==> src/rtl/vrased_pkg.sv <==
// ============================================================================
// vrased_pkg : shared types and constants for the VRASED log drain path.
// Revision   : 1.0
// ============================================================================
`default_nettype none

package vrased_pkg;

   localparam int LOG_ENTRY_W     = 38;
   localparam int LOG_VALID_BIT   = 37;
   localparam int WORDS_PER_ENTRY = 3;
   localparam int OUT_W           = 16;

   // Scan FSM; the per-word W0..W2 phase lives in the serializer.
   typedef enum logic [2:0] {
      ST_IDLE  = 3'd0,
      ST_RD    = 3'd1,
      ST_CAP   = 3'd2,
      ST_WORDS = 3'd3,
      ST_CLR   = 3'd4,
      ST_FIN   = 3'd5
   } drain_state_e;

   typedef enum logic [1:0] {
      WD_IDLE = 2'd0,
      WD_W0   = 2'd1,
      WD_W1   = 2'd2,
      WD_W2   = 2'd3
   } word_state_e;

endpackage

`default_nettype wire

==> src/rtl/vrased_log_serializer.sv <==
// ============================================================================
// vrased_log_serializer : holds one 38-bit log entry and emits it as three
//                         16-bit words on a valid/ready stream.
// Revision              : 1.0
// ============================================================================
`default_nettype none

module vrased_log_serializer
   import vrased_pkg::*;
(
   input  logic                   clk,
   input  logic                   reset,
   input  logic                   load_i,
   input  logic [LOG_ENTRY_W-1:0] data_i,
   input  logic                   out_ready_i,
   output logic [OUT_W-1:0]       out_data_o,
   output logic                   out_valid_o,
   output logic                   out_first_o,
   output logic                   last_o
);

   word_state_e            word_q, word_d;
   logic [LOG_ENTRY_W-1:0] hold_q, hold_d;

   always_ff @(posedge clk) begin
      if (reset) begin
         word_q <= WD_IDLE;
         hold_q <= '0;
      end else begin
         word_q <= word_d;
         hold_q <= hold_d;
      end
   end

   // Outputs decode only registered state, so the word is stable while stalled.
   always_comb begin
      word_d      = word_q;
      hold_d      = hold_q;
      out_data_o  = '0;
      out_valid_o = 1'b0;
      out_first_o = 1'b0;
      last_o      = 1'b0;
      case (word_q)
         WD_IDLE: begin
            if (load_i) begin
               hold_d = data_i;
               word_d = WD_W0;
            end
         end
         WD_W0: begin
            out_valid_o = 1'b1;
            out_first_o = 1'b1;
            out_data_o  = hold_q[15:0];
            if (out_ready_i) word_d = WD_W1;
         end
         WD_W1: begin
            out_valid_o = 1'b1;
            out_data_o  = hold_q[31:16];
            if (out_ready_i) word_d = WD_W2;
         end
         WD_W2: begin
            out_valid_o = 1'b1;
            out_data_o  = {10'b0, hold_q[37:32]};
            if (out_ready_i) begin
               word_d = WD_IDLE;
               last_o = 1'b1;
            end
         end
         default: word_d = WD_IDLE;
      endcase
   end

endmodule

`default_nettype wire

==> src/rtl/vrased_log_drain.sv <==
// ============================================================================
// vrased_log_drain : scans the VRASED violation-log RAM, streams valid entries
//                    and optionally clears the log after a complete scan.
// Revision         : 1.0
// ============================================================================
`default_nettype none

module vrased_log_drain
   import vrased_pkg::*;
#(
   parameter int ADDR_WIDTH  = 8,
   parameter bit CLEAR_AFTER = 1'b1
) (
   input  logic                   clk,
   input  logic                   reset,
   input  logic                   start,
   output logic                   busy,
   output logic                   done,
   output logic                   re,
   output logic [15:0]            rd_addr,
   input  logic [LOG_ENTRY_W-1:0] rd_data,
   output logic                   clr_ram,
   output logic [OUT_W-1:0]       out_data,
   output logic                   out_valid,
   input  logic                   out_ready,
   output logic                   out_first,
   output logic [ADDR_WIDTH:0]    entry_cnt
);

   localparam logic [ADDR_WIDTH:0] LAST_ADDR = {1'b0, {ADDR_WIDTH{1'b1}}};

   drain_state_e          state_q, state_d;
   logic [ADDR_WIDTH:0]   addr_q, addr_d;
   logic [ADDR_WIDTH:0]   cnt_q, cnt_d;
   logic                  ser_load;
   logic                  ser_last;
   logic                  advance;

   vrased_log_serializer u_ser (
      .clk         (clk),
      .reset       (reset),
      .load_i      (ser_load),
      .data_i      (rd_data),
      .out_ready_i (out_ready),
      .out_data_o  (out_data),
      .out_valid_o (out_valid),
      .out_first_o (out_first),
      .last_o      (ser_last)
   );

   always_ff @(posedge clk) begin
      if (reset) begin
         state_q <= ST_IDLE;
         addr_q  <= '0;
         cnt_q   <= '0;
      end else begin
         state_q <= state_d;
         addr_q  <= addr_d;
         cnt_q   <= cnt_d;
      end
   end

   always_comb begin
      state_d  = state_q;
      addr_d   = addr_q;
      cnt_d    = cnt_q;
      re       = 1'b0;
      clr_ram  = 1'b0;
      done     = 1'b0;
      ser_load = 1'b0;
      advance  = 1'b0;
      rd_addr  = '0;
      rd_addr[ADDR_WIDTH-1:0] = addr_q[ADDR_WIDTH-1:0];
      case (state_q)
         ST_IDLE: begin
            if (start) begin
               state_d = ST_RD;
               addr_d  = '0;
               cnt_d   = '0;
            end
         end
         ST_RD: begin
            re      = 1'b1;
            state_d = ST_CAP;
         end
         ST_CAP: begin
            if (rd_data[LOG_VALID_BIT]) begin
               ser_load = 1'b1;
               state_d  = ST_WORDS;
            end else begin
               advance = 1'b1;
            end
         end
         ST_WORDS: begin
            if (ser_last) begin
               cnt_d   = cnt_q + 1'b1;
               advance = 1'b1;
            end
         end
         ST_CLR: begin
            clr_ram = 1'b1;
            state_d = ST_FIN;
         end
         ST_FIN: begin
            done    = 1'b1;
            state_d = ST_IDLE;
         end
         default: state_d = ST_IDLE;
      endcase

      // Stop at the last entry rather than wrapping back to entry 0.
      if (advance) begin
         if (addr_q == LAST_ADDR) begin
            state_d = CLEAR_AFTER ? ST_CLR : ST_FIN;
         end else begin
            addr_d  = addr_q + 1'b1;
            state_d = ST_RD;
         end
      end
   end

   assign busy      = (state_q != ST_IDLE);
   assign entry_cnt = cnt_q;

endmodule

`default_nettype wire

==> config.mk <==
export PLATFORM = sky130hd
export DESIGN_NAME = vrased_log_drain
export DESIGN_NICKNAME = d
export VERILOG_FILES = /design/src/rtl/vrased_pkg.sv /design/src/rtl/vrased_log_serializer.sv /design/src/rtl/vrased_log_drain.sv
export SDC_FILE = /design/constraint.sdc
export NUM_CORES = 1
export LEC_CHECK = 0
export BUFFER_PORTS_ARGS = -buffer_cell sky130_fd_sc_hd__buf_4
export CAP_MARGIN = 20
export CORE_UTILIZATION = 35
export CTS_CLUSTER_SIZE = 8
export DETAILED_ROUTE_END_ITERATION = 8
export PLACE_DENSITY_LB_ADDON = 0.25
export SETUP_SLACK_MARGIN = 0.1
export SLEW_MARGIN = 10
export SYNTH_ARGS = -nofsm -noshare
export SYNTH_HDL_FRONTEND = slang
export SYNTH_SLANG_ARGS = --single-unit
==> constraint.sdc <==
create_clock -name clk -period 2.2 [get_ports clk]
set_clock_uncertainty 0.2 [all_clocks]
set_input_delay 0.22 -clock clk [delete_from_list [all_inputs] [get_ports clk]]
set_output_delay 0.22 -clock clk [all_outputs]
set_load 0.005 [all_outputs]
# After elaboration in Yosys (flattened, before gate mapping)
# Index checks and enable logic that the tools add are counted.
# word_totals
reg_bits	61
in_bits	42
out_inout_bits	47
word_cells	64
# op_classes
addsub	2
eq_ne	18
n_mux	30
reduce_logical	9
# ops
cell	count
9-bit 2-to-1 mux	6
16-bit one-hot mux with 3 select lines	1
9-bit by 1-bit adder with 9-bit output (second input constant)	2
9-bit one-hot mux with 2 select lines	1
3-bit one-hot mux with 5 select lines	1
2-bit inequality test (second input constant)	7
3-bit 2-to-1 mux	4
1-bit 2-to-1 mux	11
9-bit by 8-bit == test with 1-bit output (second input constant)	1
2-bit 2-to-1 mux	4
2-bit one-hot mux with 4 select lines	1
3-bit by 2-bit == test with 1-bit output (second input constant)	2
3-bit == test (second input constant)	2
3-bit inequality test (second input constant)	2
3-bit AND reduction	2
2-bit == test (second input constant)	2
4-bit AND reduction	1
3-bit by 1-bit == test with 1-bit output (second input constant)	1
3-bit zero test	1
3-bit nonzero test	1
3-bit OR reduction	1
2-bit by 1-bit == test with 1-bit output (second input constant)	1
2-bit zero test	1
1-bit one-hot mux with 2 select lines	1
other kinds (2)	2

# Longest topological paths before layout
# depth
ltp_word	6
depth_mapped	7
ltp_nobuf	6

# Cells and area by module
# Synthesis repeated with hierarchy kept, for this count alone.
# unflattened
hier_cells	381
hier_area_um2	3035.4
# by_module_without_submodules
module	instances	cells_each	area_each_um2	seq_area_each_um2
vrased_log_serializer	1	230	1786.7	800.8
vrased_log_drain	1	151	1248.7	420.4

# Worst setup path after synthesis
# OpenSTA, ideal clock, no wires.
# synth_path
path_kind	register -> register
from	register u_ser.word_q[1]
to	register cnt_q[5], in the netlist entry_cnt[5]
setup_ns	0.119
arrival_ns	1.580
t_required_ns	1.881
path_slack_ns	0.302
path_stages_with_launch	7
path_buffers	1
period_less_slack_ns	1.898
path_cell_list	dfxtp_1 > ha_1 > buf_2 > nand4_1 > a2111oi_4 > xnor2_1 > nor2_1
# synth_via
elab_chain_len	4
# synth_rtl
item	line_no	text
from (decl)	vrased_log_serializer.sv:22	word_state_e word_q, word_d;
from (signal assigned)	vrased_log_serializer.sv:30	word_q <= word_d;
2-bit == test	vrased_log_serializer.sv:43	case (word_q)
1-bit 2-to-1 mux	vrased_log_serializer.sv:43	
2-bit inequality test (no source line)	n/a	
3-bit AND reduction (no source line)	n/a	
to (signal assigned)	vrased_log_drain.sv:59	cnt_q <= cnt_d;
to (decl)	vrased_log_drain.sv:34	logic [ADDR_WIDTH:0] cnt_q, cnt_d;
# Every way passes these cells.
# A chain may end at the register's enable or synchronous reset.

# Final worst setup path
# layout_path
from	register u_ser.word_q[1]
to	output port out_data[3]
# layout_via
elab_chain_len	2
elab_cells_between_ends	4
cone_classes	3 x eq/ne; 1 x mux
# layout_rtl
item	line_no	text
2-bit == test or 2-bit by 1-bit == test with 1-bit output (tied branches)	vrased_log_serializer.sv:43	
16-bit one-hot mux with 3 select lines (*)	vrased_log_serializer.sv:43	
to (decl)	vrased_log_drain.sv:23	output logic [OUT_W-1:0] out_data,
# Mark *: on every way between the ends. The rest lies on a longest branch, timed or not.

==> flow_summary.ini <==
[outcome]
status = finished clean

[logic_synthesis]
synth.area.top_cells = dfxtp_1, nand2_1, a21oi_1, buf_4, nor2_1
synthFlopType = dfxtp_1
synth.largest_area_cell = dfxtp_1
syn_area_um2 = 3010
syn_avg_cell_area_um2 = 8.01
async_reset_ff_frac = 0
yosysSeqAreaShare = 0.406
yosysUniqueCellTypes = 48
synth_seq_cells = 61
synth_edf_count = 0
syn_inst = 375
synth_top_area_frac = 0.406
synth_warnings = 0

[critical_path]
path_cells = inv_4 -> ha_4 -> buf_6 -> a222oi_1 -> nor2_1 -> buf_4
critical_path.max_stage_delay_ns = 0.39
cp.required_ns = 1.78
cp_max_fo = 5
critPathKind = register to output port
cp_slowest_cell = dfxtp_4
startpoint_type = register
timing.rr.start = addr_q[0]
critical_path_arrival_ns = 1.67
crit_start = u_ser.word_q[1]
crit_family = flip-flops
end_kind = output port
worst-path-buf-inv = 3

[grt]
antenna_found_initial = 0
grt_use_met2 = 0.286
grt_max_degree = 41
grt_pass1_wl_um = 12600
use_met1 = 0.238
use_met3 = 0.0346
overflow = 0
grt_use_total = 0.183
top_usage_layer = met2
grt_pass1_vias = 2648

[clock_network]
cts_tree = yes
clkTransAtPathRegs_ns = 0.07
clk_path_buf_depth = 2
cts_sinks = 61
cts_root_buf = clkbuf_8
numCtsBuffers = 9
clock_latency_ns = 0.34
htree_levels = 3

[routing]
drtAntennaViolNets = 0
finalWirelength_um = 8400
dr.pass1.iters = 5
drt_iter0_drc = 213
drc = 0
vias = 3044
wl_per_cell_um = 14.0
via_per_inst = 5.06

[worst_hold_path]
min_path_type = input pin to register
min_from = start

[timing]
fmax_mhz = 479
post-route-period-util = 0.948
finalHoldViolations = 0
period_minus_slack_ns = 2.09
rsz0062_at_grt = true
fin_tns_setup_ns = 0
setup_viol = 0
maxSlewViolCount = 0

[layout]
design_area_um2 = 4380
n_antenna_cell = 0
fin_nets = 541
area_growth_syn_to_layout_pct = 45.8
drive_gt1_frac = 0.274
n_fill_cell = 772
regArea_um2 = 1230
multi_input_area_um2 = 1590

[power_and_ir_drop]
power.density_nw_per_um2 = 723
ir_drop_uv = 350
p_leak_uw = 0.00168

[job]
maxCapViolCount = 0

[floorplan]
die_h_um = 94.7
io_pins = 89
die-area_um2 = 8960
rows = 33
start_util = 0.364
core_area_um2 = 8260
die_width_um = 94.7

[placement]
portBuffers = 80
place_congestion = 0.791
dp_hpwl_um = 5480
post_dp_cell_area_um2 = 3600
layout by cell type (no fill, tap or decap), types with 3 or more instances in the layout:
cell and count:
inv_1 4, o21ai_0 5, a22oi_2 3, nor2_1 31, dlygate4sd3_1 38, a22oi_1 7
dfxtp_1 59, ha_1 3, nand4_1 4, and3_1 3, nand2_1 86, bufinv_16 3
nand2b_1 5, clkbuf_8 9, nand3_1 9, nor2b_1 3, a222oi_1 6, xnor2_1 6
buf_4 99, and2_1 4, o211ai_1 3, conb_1 8, a211oi_1 5, a21oi_1 45
synth_stat cells, types with 2 or more instances:
| library cell | instances |
|---|---|
| nand2_1 | 86 |
| dfxtp_1 | 61 |
| a21oi_1 | 45 |
| nor2_1 | 31 |
| buf_4 | 17 |
| clkbuf_1 | 16 |
| a22oi_1 | 10 |
| nand3_1 | 9 |
| buf_2 | 7 |
| ha_1 | 7 |
| a222oi_1 | 6 |
| inv_1 | 6 |
| xnor2_1 | 6 |
| a211oi_1 | 5 |
| nand2b_1 | 5 |
| o21ai_0 | 5 |
| and2_1 | 4 |
| nand4_1 | 4 |
| and3_1 | 3 |
| nor2b_1 | 3 |
| o211ai_1 | 3 |
| a2111oi_4 | 2 |
| a211o_1 | 2 |
| a311oi_1 | 2 |
| buf_6 | 2 |
| mux2i_1 | 2 |
| nand4b_1 | 2 |
| nor3_1 | 2 |
| o2111ai_1 | 2 |
| or3_1 | 2 |
where the power goes:
group / internal [µW] / switching [µW]
combinational: 338 / 371
clock: 758 / 474
sequential: 1170 / 60.2
through the flow:
stage	setup WS (ns)	util	hold WS, ns	instances	power [µW]
final	0.114	0.531	0.0996	602	3170
after global placement	0.248	0.436	0.243	536	1740
after global routing	0.0114	0.531	0.128	602	3310
after detailed placement	0.181	0.436	0.249	536	1750
after CTS	0.00726	0.514	0.0847	590	3060
after floorplan	0.302	-	0.156	382	1570
final cells by class:
type / instances / area share
tap: 105 / 0.0300
multi-input combinational: 273 / 0.363
timing repair buffer: 141 / 0.264
clock buffer: 9 / 0.0283
sequential: 61 / 0.280
clock inverter: 7 / 0.0280
inverter: 6 / 0.00571
cell families after synthesis:
group,Yosys count,share of synthesized area
buffers and inverters,48,0.0891
XOR/XNOR,6,0.0175
multiplexers,2,0.00666
flip-flops,61,0.406
other,1,0.00125
AND/OR/NAND/NOR,160,0.244
adder cells (fa/ha/maj),7,0.0291
AO/OA/AOI/OAI,90,0.206
tightest hold or removal path: stages:
cell and delay, ns:
buf_4 0.12, o21ai_0 0.17, a221oi_1 0.08
registers in the layout (all words and copies together) (netlist names):
| name | flops |
|---|---|
| entry_cnt | 9 |
| addr_q | 9 |
| u_ser.hold_q | 38 |
| u_ser.word_q | 2 |
| state_q | 3 |
per-layer routing:
layer  wire [µm]  vias up
li1            -     1519
met1        3990     1423
met2        3900       87
met3         362       15
met4         148        0
met5           0        -
repair_timing:
item	CTS	global route
pin swaps	0	11
setup endpoints to repair	16	18
hold endpoints to repair	44	0
setup buffers	0	12
hold buffers	38	0
gates resized for setup	4	17
path summary, 6_finish.rpt:
| path | depth (start not counted) | endpoint | slack, ns |
|---|---|---|---|
| max | 6 | out_data[3] | 0.11 |
| min | 3 | state_q[0] | 0.1 |
| max reg2reg | 5 | addr_q[5] | 0.25 |
| min reg2reg | 2 | u_ser.hold_q[16] | 0.26 |
(Power assumes the default switching activity.)
